==> src/rtl/pwm_sar_adc_ctrl_pkg.sv <==
// Shared definitions for the PWM-DAC successive-approximation ADC sequencer:
// state encodings, default parameters and a counter-width helper.
package pwm_sar_adc_ctrl_pkg;

   typedef enum logic [1:0] {
      IDLE   = 2'd0,
      SETTLE = 2'd1,
      SAMPLE = 2'd2,
      DONE   = 2'd3
   } adc_state_t;

   localparam int DEF_DATA_W         = 8;
   localparam int DEF_SETTLE_PERIODS = 16;

   // Width needed to count 0..limit-1, never narrower than one bit.
   function automatic int cnt_width(input int limit);
      return (limit > 1) ? $clog2(limit) : 1;
   endfunction

endpackage

==> src/rtl/pwm_sar_adc_ctrl_if.sv <==
// CPU-side control/result bundle of the SAR ADC sequencer.
interface pwm_sar_adc_ctrl_if #(
   parameter int DATA_W = 8
) ();

   logic              start;
   logic              cont_en;
   logic              abort;
   logic              busy;
   logic [DATA_W-1:0] data_out;
   logic              valid;

   modport master (
      output start, cont_en, abort,
      input  busy, data_out, valid
   );

   modport slave (
      input  start, cont_en, abort,
      output busy, data_out, valid
   );

endinterface

==> src/rtl/pwm_sar_adc_ctrl_pwm_dac_gen.sv <==
// PWM-DAC generator: free-running period counter, duty compare and a
// registered drive output, plus a strobe on the last count of each period.
module pwm_dac_gen #(
   parameter int DATA_W = 8
) (
   input  logic              clock,
   input  logic              reset,
   input  logic              clr,
   input  logic              en,
   input  logic [DATA_W-1:0] duty,
   output logic              ad_pwm,
   output logic              wrap
);

   logic [DATA_W-1:0] pwm_cnt;

   // wrap marks the cycle whose edge rolls pwm_cnt back to zero
   assign wrap = en && (pwm_cnt == {DATA_W{1'b1}});

   always_ff @(posedge clock or negedge reset) begin
      if (!reset) begin
         pwm_cnt <= '0;
         ad_pwm  <= 1'b0;
      end else begin
         if (clr) begin
            pwm_cnt <= '0;
         end else if (en) begin
            pwm_cnt <= pwm_cnt + DATA_W'(1);
         end
         ad_pwm <= en && (pwm_cnt < duty);
      end
   end

endmodule

==> src/rtl/pwm_sar_adc_ctrl.sv <==
// Successive-approximation sequencer: drives a PWM reference, waits for the RC
// filter to settle, samples the synchronised comparator and binary-searches the code.
module pwm_sar_adc_ctrl
   import pwm_sar_adc_ctrl_pkg::*;
#(
   parameter int DATA_W         = DEF_DATA_W,
   parameter int SETTLE_PERIODS = DEF_SETTLE_PERIODS
) (
   input  logic                clock,
   input  logic                reset,
   input  logic                comp_in,
   output logic                ad_pwm,
   pwm_sar_adc_ctrl_if.slave   bus
);

   localparam int PER_W = cnt_width(SETTLE_PERIODS);
   localparam int IDX_W = cnt_width(DATA_W);
   localparam logic [DATA_W-1:0] TRIAL_INIT = {1'b1, {(DATA_W-1){1'b0}}};
   localparam logic [PER_W-1:0]  PER_LAST   = PER_W'(SETTLE_PERIODS - 1);
   localparam logic [IDX_W-1:0]  IDX_INIT   = IDX_W'(DATA_W - 1);

   adc_state_t        state;
   logic [DATA_W-1:0] trial;
   logic [IDX_W-1:0]  bit_idx;
   logic [PER_W-1:0]  per_cnt;
   logic [1:0]        comp_sync;
   logic              busy_r;
   logic              valid_r;
   logic [DATA_W-1:0] data_r;

   logic              pwm_en;
   logic              pwm_clr;
   logic              pwm_wrap;
   logic [DATA_W-1:0] sample_result;

   assign bus.busy     = busy_r;
   assign bus.valid    = valid_r;
   assign bus.data_out = data_r;

   // Comparator is asynchronous to clock, so it is always resynchronised
   always_ff @(posedge clock or negedge reset) begin
      if (!reset) begin
         comp_sync <= 2'b00;
      end else begin
         comp_sync <= {comp_sync[0], comp_in};
      end
   end

   // The PWM only runs while settling; outside SETTLE its counter sits at zero
   assign pwm_en  = (state == SETTLE) && !bus.abort;
   assign pwm_clr = !pwm_en;

   // trial already carries the decided upper bits, so clearing the bit under test
   // on a low comparator gives the partial result directly
   assign sample_result = comp_sync[1] ? trial : (trial & ~(DATA_W'(1) << bit_idx));

   pwm_dac_gen #(
      .DATA_W (DATA_W)
   ) u_pwm_dac_gen (
      .clock  (clock),
      .reset  (reset),
      .clr    (pwm_clr),
      .en     (pwm_en),
      .duty   (trial),
      .ad_pwm (ad_pwm),
      .wrap   (pwm_wrap)
   );

   // Sequencer FSM; valid and data_out are registered on the edge entering DONE
   always_ff @(posedge clock or negedge reset) begin
      if (!reset) begin
         state   <= IDLE;
         trial   <= TRIAL_INIT;
         bit_idx <= IDX_INIT;
         per_cnt <= '0;
         busy_r  <= 1'b0;
         valid_r <= 1'b0;
         data_r  <= '0;
      end else begin
         valid_r <= 1'b0;
         if (bus.abort) begin
            state  <= IDLE;
            busy_r <= 1'b0;
         end else begin
            case (state)
               IDLE: begin
                  if (bus.start) begin
                     trial   <= TRIAL_INIT;
                     bit_idx <= IDX_INIT;
                     per_cnt <= '0;
                     busy_r  <= 1'b1;
                     state   <= SETTLE;
                  end
               end
               SETTLE: begin
                  if (pwm_wrap) begin
                     if (per_cnt == PER_LAST) begin
                        per_cnt <= '0;
                        state   <= SAMPLE;
                     end else begin
                        per_cnt <= per_cnt + PER_W'(1);
                     end
                  end
               end
               SAMPLE: begin
                  if (bit_idx == '0) begin
                     data_r  <= sample_result;
                     valid_r <= 1'b1;
                     state   <= DONE;
                  end else begin
                     bit_idx <= bit_idx - IDX_W'(1);
                     trial   <= sample_result | (DATA_W'(1) << (bit_idx - IDX_W'(1)));
                     per_cnt <= '0;
                     state   <= SETTLE;
                  end
               end
               DONE: begin
                  if (bus.cont_en) begin
                     trial   <= TRIAL_INIT;
                     bit_idx <= IDX_INIT;
                     per_cnt <= '0;
                     state   <= SETTLE;
                  end else begin
                     busy_r <= 1'b0;
                     state  <= IDLE;
                  end
               end
               default: begin
                  busy_r <= 1'b0;
                  state  <= IDLE;
               end
            endcase
         end
      end
   end

endmodule

==> src/flat_wrapper.sv <==
// flat-port wrapper written by rule: the top's interface ports become plain ports
module pwm_sar_adc_ctrl_flat import pwm_sar_adc_ctrl_pkg::*;
#(
   parameter int DATA_W         = DEF_DATA_W,
   parameter int SETTLE_PERIODS = DEF_SETTLE_PERIODS
)
  (clock, reset, comp_in, ad_pwm, bus_start, bus_cont_en, bus_abort, bus_busy, bus_data_out, bus_valid);
  pwm_sar_adc_ctrl_if #(.DATA_W(DATA_W)) bus_i ();
  input  logic clock;
  input  logic reset;
  input  logic comp_in;
  output logic ad_pwm;
  input wire logic [$bits(bus_i.start)-1:0] bus_start;
  input wire logic [$bits(bus_i.cont_en)-1:0] bus_cont_en;
  input wire logic [$bits(bus_i.abort)-1:0] bus_abort;
  output wire logic [$bits(bus_i.busy)-1:0] bus_busy;
  output wire logic [$bits(bus_i.data_out)-1:0] bus_data_out;
  output wire logic [$bits(bus_i.valid)-1:0] bus_valid;
  assign bus_i.start = bus_start;
  assign bus_i.cont_en = bus_cont_en;
  assign bus_i.abort = bus_abort;
  assign bus_busy = bus_i.busy;
  assign bus_data_out = bus_i.data_out;
  assign bus_valid = bus_i.valid;
  pwm_sar_adc_ctrl #(.DATA_W(DATA_W), .SETTLE_PERIODS(SETTLE_PERIODS)) u_core (.clock(clock), .reset(reset), .comp_in(comp_in), .ad_pwm(ad_pwm), .bus(bus_i));
endmodule
==> config.mk <==
export PLATFORM = sky130hd
export DESIGN_NAME = pwm_sar_adc_ctrl_flat
export DESIGN_NICKNAME = d
export VERILOG_FILES = /design/src/rtl/pwm_sar_adc_ctrl_pkg.sv /design/src/rtl/pwm_sar_adc_ctrl_if.sv /design/src/rtl/pwm_sar_adc_ctrl_pwm_dac_gen.sv /design/src/rtl/pwm_sar_adc_ctrl.sv /design/src/flat_wrapper.sv
export SDC_FILE = /design/constraint.sdc
export NUM_CORES = 1
export LEC_CHECK = 0
export CAP_MARGIN = 20
export CORE_ASPECT_RATIO = 0.7
export CORE_MARGIN = 2
export CORE_UTILIZATION = 52
export DETAILED_ROUTE_END_ITERATION = 12
export MAX_ROUTING_LAYER = met4
export PLACE_DENSITY = 0.72
export SLEW_MARGIN = 10
export SYNTH_ARGS = -nofsm -noshare
export SYNTH_HDL_FRONTEND = slang
export SYNTH_SLANG_ARGS = --single-unit
==> constraint.sdc <==
create_clock -name clock -period 4 [get_ports clock]
set_input_delay 0.4 -clock clock [delete_from_list [all_inputs] [get_ports clock]]
set_output_delay 0.4 -clock clock [all_outputs]
set_load 0.01 [all_outputs]
* After elaboration in Yosys (flattened, before gate mapping)
Index checks and enable logic that the tools add are counted.
Word-level totals: flip-flop bits (word level) 38, output and inout bits 11, word-level logic and storage cells 76
Cells by class: add/sub/neg operators 3, $lt $le $gt $ge 1, eq/ne operators 13, shifts and indexed selects 2, multiplexer cells 30, bitwise logic cells 4, reductions and logical operators 13
Operators by type and width (count):
- $mux W8 | 5
- $pmux W8 S3 | 1
- $mux W4 | 5
- $pmux W4 S4 | 1
- $shl A1 B3 Y8 const A | 2
- $mux W2 | 5
- $reduce_and A5 Y1 | 2
- $mux W3 | 3
- $ne A3 B3 Y1 const B | 3
- $pmux W3 S3 | 1
- $reduce_and A3 Y1 | 3
- $add A8 B1 Y8 const B | 1
- $and A8 B8 Y8 | 1
- $eq A8 B8 Y1 const B | 1
- $lt A8 B8 Y1 | 1
- $not A8 Y8 | 1
- $or A8 B8 Y8 | 1
- $pmux W2 S4 | 1
- $mux W1 | 7
- $ne A2 B2 Y1 const B | 3
- $reduce_bool A3 Y1 | 2
- $add A4 B1 Y4 const B | 1
- $eq A2 B2 Y1 const B | 2
- $eq A4 B4 Y1 const B | 1
- other kinds (10) | 12

* Longest topological paths before layout
Gate-level depths: netlist of run 1.
depth after elaboration 7, gate-level depth with buffers 7, gate-level depth less buffers 6

* Modules after synthesis
From an unflattened synthesis of run 1, not the netlist that was laid out.
Second synthesis, totals: cells, all modules 226, area total of the unflattened synthesis 2194.6 µm²
By module, submodules not included:
- pwm_sar_adc_ctrl | instances 1, cells an instance 164, area each 1586.5 µm², seq. area each 730.7 µm²
- pwm_dac_gen | instances 1, cells an instance 62, area each 608.1 µm², seq. area each 225.2 µm²

* Least setup slack after synthesis of run 1
OpenSTA, ideal clock, no wires.
path kind register to register, start register u_core.bit_idx[0], end register u_core.trial[2], setup time 82 ps, data arrival time 1942 ps, required time 3918 ps, setup slack 1976 ps, stages on the path, launching flop included 8, path buffers 1, clock period less this slack 2024 ps, cell sequence dfstp_2 inv_1 ha_1 clkbuf_2 or3b_1 a31oi_2 or4_4 o22ai_1
Between the ends: cells in the longest elaborated chain, start to end 7, elaborated cells between the ends (all ways) 12, classes of those cells add/sub (1); eq/ne (1); shift (2); mux (3); bitwise (3); reduce/logical (2)
Ends and longest elaborated chain:
- start, declared | line pwm_sar_adc_ctrl.sv:24 | logic [IDX_W-1:0] bit_idx;
- start signal, assigned | line pwm_sar_adc_ctrl.sv:111 | bit_idx <= bit_idx - IDX_W'(1);
- parallel branches: the longest is 7 deep, another holds $sub A3 B1 Y3
- end signal, assigned | line pwm_sar_adc_ctrl.sv:112 | trial <= sample_result | (DATA_W'(1) << (bit_idx - IDX_W'(1)));
- end, declared | line pwm_sar_adc_ctrl.sv:23 | logic [DATA_W-1:0] trial;
Several ways; the timed one is not identified. The select of a mux whose other input is x is not followed. A chain may end at the register's enable or synchronous reset.

* Worst setup path after layout of run 1
start input port bus_abort, end register u_core.data_r[4], in the netlist u_core.bus.data_out[4]
Between the ends: cells in the longest elaborated chain, start to end 2
Ends and longest elaborated chain:
- start, declared | line flat_wrapper.sv:15 | input wire logic [$bits(bus_i.abort)-1:0] bus_abort;
- $not A1 Y1 (no line)
- $reduce_and A3 Y1 (no line)
- end signal, assigned | line pwm_sar_adc_ctrl.sv:107 | data_r <= sample_result;
- end, declared | line pwm_sar_adc_ctrl.sv:29 | logic [DATA_W-1:0] data_r;
No other way between the ends.

==> impl_metrics.yaml, run 1 <==
status:
  status: "finished, final reports clean"
detailed_routing:
  drt_iter0_markers: 98
  detail-route-antenna-nets: 0
  num_vias: 1522
  via_per_inst: 5.51
  dr.pass1.iters: 4
  remaining_drc_errors: 0
  wl_um: 4040
  wl_per_cell_um: 14.6
final_layout:
  regArea_um2: 956
  final_util: 0.599
  fin_cells: 276
  finalNetCount: 244
  n_antenna_cell: 0
  fill_cells: 357
  syn_to_final_growth_pct: 13.0
  drive_gt1_frac: 0.0848
  multiInputGateArea_um2: 985
synth:
  synth_cell_types: 45
  mappedNetlistNets: 226
  synth_edf_count: 0
  syn_avg_cell_area_um2: 9.97
  async_flop_share: 1.00
  synthCells: 205
  ys_top_cells_by_area: "dfrtp_1 42%, ha_1 9.2%, dfstp_2 5.1%, o21ai_0 3.9%, inv_1 3.3%"
  yosysTopAreaCellShare: 0.416
  synth_common_cells: "34 x dfrtp_1, 18 x inv_1, 17 x nand2_1"
  seq_area_frac_synth: 0.468
  synth_area_um2: 2040
  ys_warn_count: 0
  synth-seq-cells: 38
  synth_top_cell_by_area: "dfrtp_1"
  synth_most_common_cell: "dfrtp_1"
  synthFlopType: "dfrtp_1"
sta:
  fin_crit_ns: 2.25
  timing.slew.headroom: 0.456
  rsz0062_at_grt: "no"
  slew_viol_final: 0
  tightest_slew_ns: 0.816
  fin_tns_setup_ns: 0
  hold_violations: 0
  setup_viol: 0
  whs_ns: 0.192
  period_share: 0.562
  fin_skew_ns: 0.00935
  fmaxAchievable_mhz: 444
grt:
  grt_max_degree: 39
  met2_usage: 0.293
  met1_usage: 0.315
  use_met3: 0.0514
  antenna_found_initial: 0
  grt_pass1_wl_um: 6930
  gr-usage-all-layers: 0.214
  overflow: 0
  grt_pass1_vias: 1415
  gr-max-usage-layer: "met1"
worst_setup_path:
  critPathMaxFanout: 16
  critPathCaptureType: "flop"
  worstSetupPathType: "primary input to flop"
  required_ns: 4.17
  r2r_start: "u_core.bit_idx[0]"
  critPathArrivalTime_ns: 2.42
  r2r_setup_slack_ns: 1.80
  ff2ff_path_depth: 6
  worstReg2RegEnd: "u_core.trial[3]"
  worstSetupStartpointType: "primary input"
placed_design:
  post-place-cells: 268
  gp_congestion: 0.844
  port_buffers: 16
  hpwl_um: 2950
clocking:
  ctsResizeCount: 0
  clockBufferDepth: 2
  clk_latency_ns: 0.29
  h-tree-depth: 2
  post-cts-setup-buffer-count: 0
  cts_sinks: 38
  root_buffer: "clkbuf_8"
  cts_buffers: 5
  cts_hold_buf: 0
  path_clk_slew_ns: 0.07
  cts_tree: "done"
power_and_ir_drop:
  p_per_area_nw_per_um2: 302
  total_power_uw: 696
  p_leak_nw: 1.02
  irDropWorstVdd_v: 0.000256
die:
  die_area_um2: 4450
  core.rowCount: 19
  die_x_um: 78.9
  initial_core_util: 0.531
  coreArea_um2: 3850
  pin_count: 17
  dieHeight_um: 56.4
run:
  cap_violations: 0
min_path:
  hp-class: "primary input to asynchronous set/reset pin"
## worst max-delay path: stages
cell             delay (ns)
clkdlybuf4s50_1        0.70
nor2b_1                0.33
nand4_1                0.52
mux2_2                 0.47
## flip-flops by register name, indices dropped and copies added (netlist names)
name	flops
u_core.bit_idx	3
u_core.per_cnt	4
u_core.bus.data_out	8
u_core.bus.busy	1
u_core.trial	8
u_core.bus.valid	1
u_core.state	2
u_core.comp_sync	2
u_core.u_pwm_dac_gen.pwm_cnt	8
u_core.u_pwm_dac_gen.ad_pwm	1
## kinds of logic (layout without fill, tap and decap cells)
| logic type | Yosys count | in the layout | share of synthesized area |
|---|---|---|---|
| adder cells (fa/ha/maj) | 15 | 15 | 0.0919 |
| XOR/XNOR | 6 | 6 | 0.0257 |
| multiplexers | 5 | 5 | 0.0263 |
| AO/OA/AOI/OAI | 50 | 50 | 0.164 |
| AND/OR/NAND/NOR | 68 | 68 | 0.175 |
| flip-flops | 38 | 38 | 0.468 |
| buffers and inverters | 23 | 42 | 0.0502 |
## routing by layer
layer | vias up | share of wire
met5 | - | 0
met4 | 0 | 0.017
met3 | 7 | 0.038
met2 | 31 | 0.41
met1 | 722 | 0.53
li1 | 762 | -
## placed cells by master (no fill, tap or decap), drive strengths merged, types with 4 or more instances in the layout
cell / n
nor2: 13
dfrtp: 34
nand2: 17
nor3: 6
nand2b: 4
nand4: 4
inv: 18
clkbuf: 8
nand3: 5
and3: 4
a21oi: 8
o22ai: 4
dfstp: 4
ha: 15
o21ai: 16
clkdlybuf4s50: 15
## area by class of cell
type                            instances  share of cell area
Clock buffer                            8              0.0347
Timing Repair Buffer                   16              0.0672
Multi-Input combinational cell        144               0.427
Tap cell                               52              0.0282
Inverter                               18              0.0293
Sequential cell                        38               0.414
## worst max-delay path by stage
stage                      start                endpoint  slack [ns]  cells past startpoint
2_1_floorplan  u_core.bit_idx[0]         u_core.trial[2]        1.98                      7
3_3_place_gp           bus_abort  u_core.bus.data_out[5]        1.57                      4
6_report               bus_abort  u_core.bus.data_out[4]        1.75                      4
3_5_place_dp           bus_abort  u_core.bus.data_out[4]        1.47                      4
4_1_cts                bus_abort  u_core.bus.data_out[4]        1.75                      4
5_1_grt                bus_abort  u_core.bus.data_out[4]        1.62                      4
## per-stage QoR
stage / worst slack (ns) / area (µm²)
3_3_place_gp: 1.57 / 2230
6_report: 1.75 / 2310
4_1_cts: 1.75 / 2310
5_1_grt: 1.62 / 2310
2_1_floorplan: 1.98 / 2040
3_5_place_dp: 1.47 / 2230
## power breakdown
part | switching [mW] | internal (mW) | leakage (nW)
Combinational | 0.0276 | 0.0197 | 0.472
Clock | 0.129 | 0.124 | 0.0395
Sequential | 0.00497 | 0.391 | 0.508
Total | 0.161 | 0.535 | 1.02
Power figures use the tool's default switching activity.
==> inputs of run 2 (changes only) <==
PLACE_DENSITY = 0.75   (was 0.72)
clock period = 2 ns   (was 4 ns; I/O delays follow)
==> run 2 against run 1 <==
The flow now finishes with violations (negative hold slack). Sequential share of layout area is 2.2 points lower. Total power is 120% higher. Sequential cell count stayed put. First-iteration DRC count is 43% higher. Critical endpoint is now u_core.trial[2].
==> impl_metrics.yaml, run 2 (synthesis gave the netlist of run 1 again) <==
clocking:
  root_buffer: "clkbuf_8"
  cts_hold_buf: 0
  clk_latency_ns: 0.30
  cts_sinks: 38
  path_clk_slew_ns: 0.07
  cts_buffers: 5
  h-tree-depth: 2
  cts_tree: "done"
  clockBufferDepth: 2
worst_setup_path:
  worstSetupPathType: "flop to flop"
  critPathMaxFanout: 5
  path_buf_inv: 1
  critPathArrivalTime_ns: 2.17
  required_ns: 2.22
  cpPeakStageDelay_ns: 0.59
  slowest_stage: "or4_4"
  worstSetupStartpointType: "flop"
  r2r_setup_slack_ns: 0.05
  path_cells: "inv_2 > ha_2 > or3b_4 > a31oi_4 > or4_4 > o22ai_1"
  crit_family: "simple AND/OR/NAND/NOR gates"
  critPathCaptureType: "flop"
detailed_routing:
  wl_per_cell_um: 15.2
  via_per_inst: 5.59
  detail-route-antenna-nets: 0
  wl_um: 4360
  num_vias: 1599
  remaining_drc_errors: 0
  dr.pass1.iters: 4
  drt_iter0_markers: 140
run:
  cap_violations: 0
grt:
  gr-usage-all-layers: 0.226
  antenna_found_initial: 0
  overflow: 0
  grt_pass1_wl_um: 7440
  grt_pass1_vias: 1468
  grt_max_degree: 39
final_layout:
  final_util: 0.634
  n_antenna_cell: 0
  syn_to_final_growth_pct: 19.4
  final_cell_mix: "34 x dfrtp_1, 17 x nand2_1, 16 x inv_1"
  final_common_cell: "dfrtp_1"
  finalNetCount: 254
  drive_gt1_frac: 0.162
die:
  die_x_um: 78.9
  die_area_um2: 4450
  initial_core_util: 0.531
  coreArea_um2: 3850
  core.rowCount: 19
  pin_count: 17
  dieHeight_um: 56.4
sta:
  period_share: 0.974
  timing.slew.headroom: 0.452
  whs_ns: -0.00758
  fin_skew_ns: 0.00533
  hold_violations: 9
  rsz0062_at_grt: "no"
  fmaxAchievable_mhz: 513
  tightest_slew_ns: 0.822
  fin_ws_ns: 0.0515
  slew_viol_final: 0
  fin_tns_setup_ns: 0
  setup_viol: 0
  fin_crit_ns: 1.95
status:
  violations: "negative hold slack"
  status: "complete, but fails checks"
power_and_ir_drop:
  p_per_area_nw_per_um2: 618
  irDropWorstVdd_v: 0.000432
  p_leak_nw: 1.08
placed_design:
  port_buffers: 16
  hpwl_um: 3170
  pre_cts_ws_ns: 0.0382
  gp_congestion: 0.937
min_path:
  hp-class: "primary input to asynchronous set/reset pin"
==> run 2: repair_timing <==
item / in CTS / in global routing
buffers inserted: 0 / 1
gates resized for setup: 0 / 4
hold endpoints to repair: 0 / 0
endpoints found under the setup margin: 0 / 5
==> run 2: power by group <==
| group | switching, mW | leakage, nW | internal (mW) |
|---|---|---|---|
| clock network | 0.263 | 0.0575 | 0.348 |
| logic | 0.0595 | 0.518 | 0.0458 |
| registers | 0.00964 | 0.508 | 0.783 |
==> run 2: final timing paths <==
kind	start	to	cells past startpoint
max in group asynchronous	reset	u_core.bus.data_out[4]	1
min in group clock	comp_in	u_core.comp_sync[0]	1
worst min-delay path	reset	u_core.per_cnt[2]	1
worst max-delay path	u_core.bit_idx[1]	u_core.trial[2]	6
worst max register to register	u_core.bit_idx[1]	u_core.trial[2]	6
worst min register to register	u_core.comp_sync[0]	u_core.comp_sync[1]	0
==> run 2: routing by layer <==
| layer | GRT usage | part of all wire |
|---|---|---|
| met5 | - | 0 |
| met4 | 0.0813 | 0.018 |
| met3 | 0.0450 | 0.042 |
| met2 | 0.291 | 0.41 |
| met1 | 0.351 | 0.53 |
==> run 2: per-stage QoR <==
| stage | cell area, µm² | instances | total power, mW |
|---|---|---|---|
| after floorplan | 2070 | 205 | 0.860 |
| after global placement | 2310 | 277 | 0.910 |
| after detailed placement | 2310 | 277 | 0.910 |
| after CTS | 2420 | 285 | 1.52 |
| after global routing | 2440 | 286 | 1.57 |
| final | 2440 | 286 | 1.51 |
==> run 2: final cells by class <==
cell class | count | area [µm²]
repair buffers | 26 | 230
multi-input cells | 144 | 1010
fillers | 314 | 1410
flip-flops and latches | 38 | 956
clock buffers | 8 | 110
well taps | 52 | 65.1
inverters | 18 | 67.6
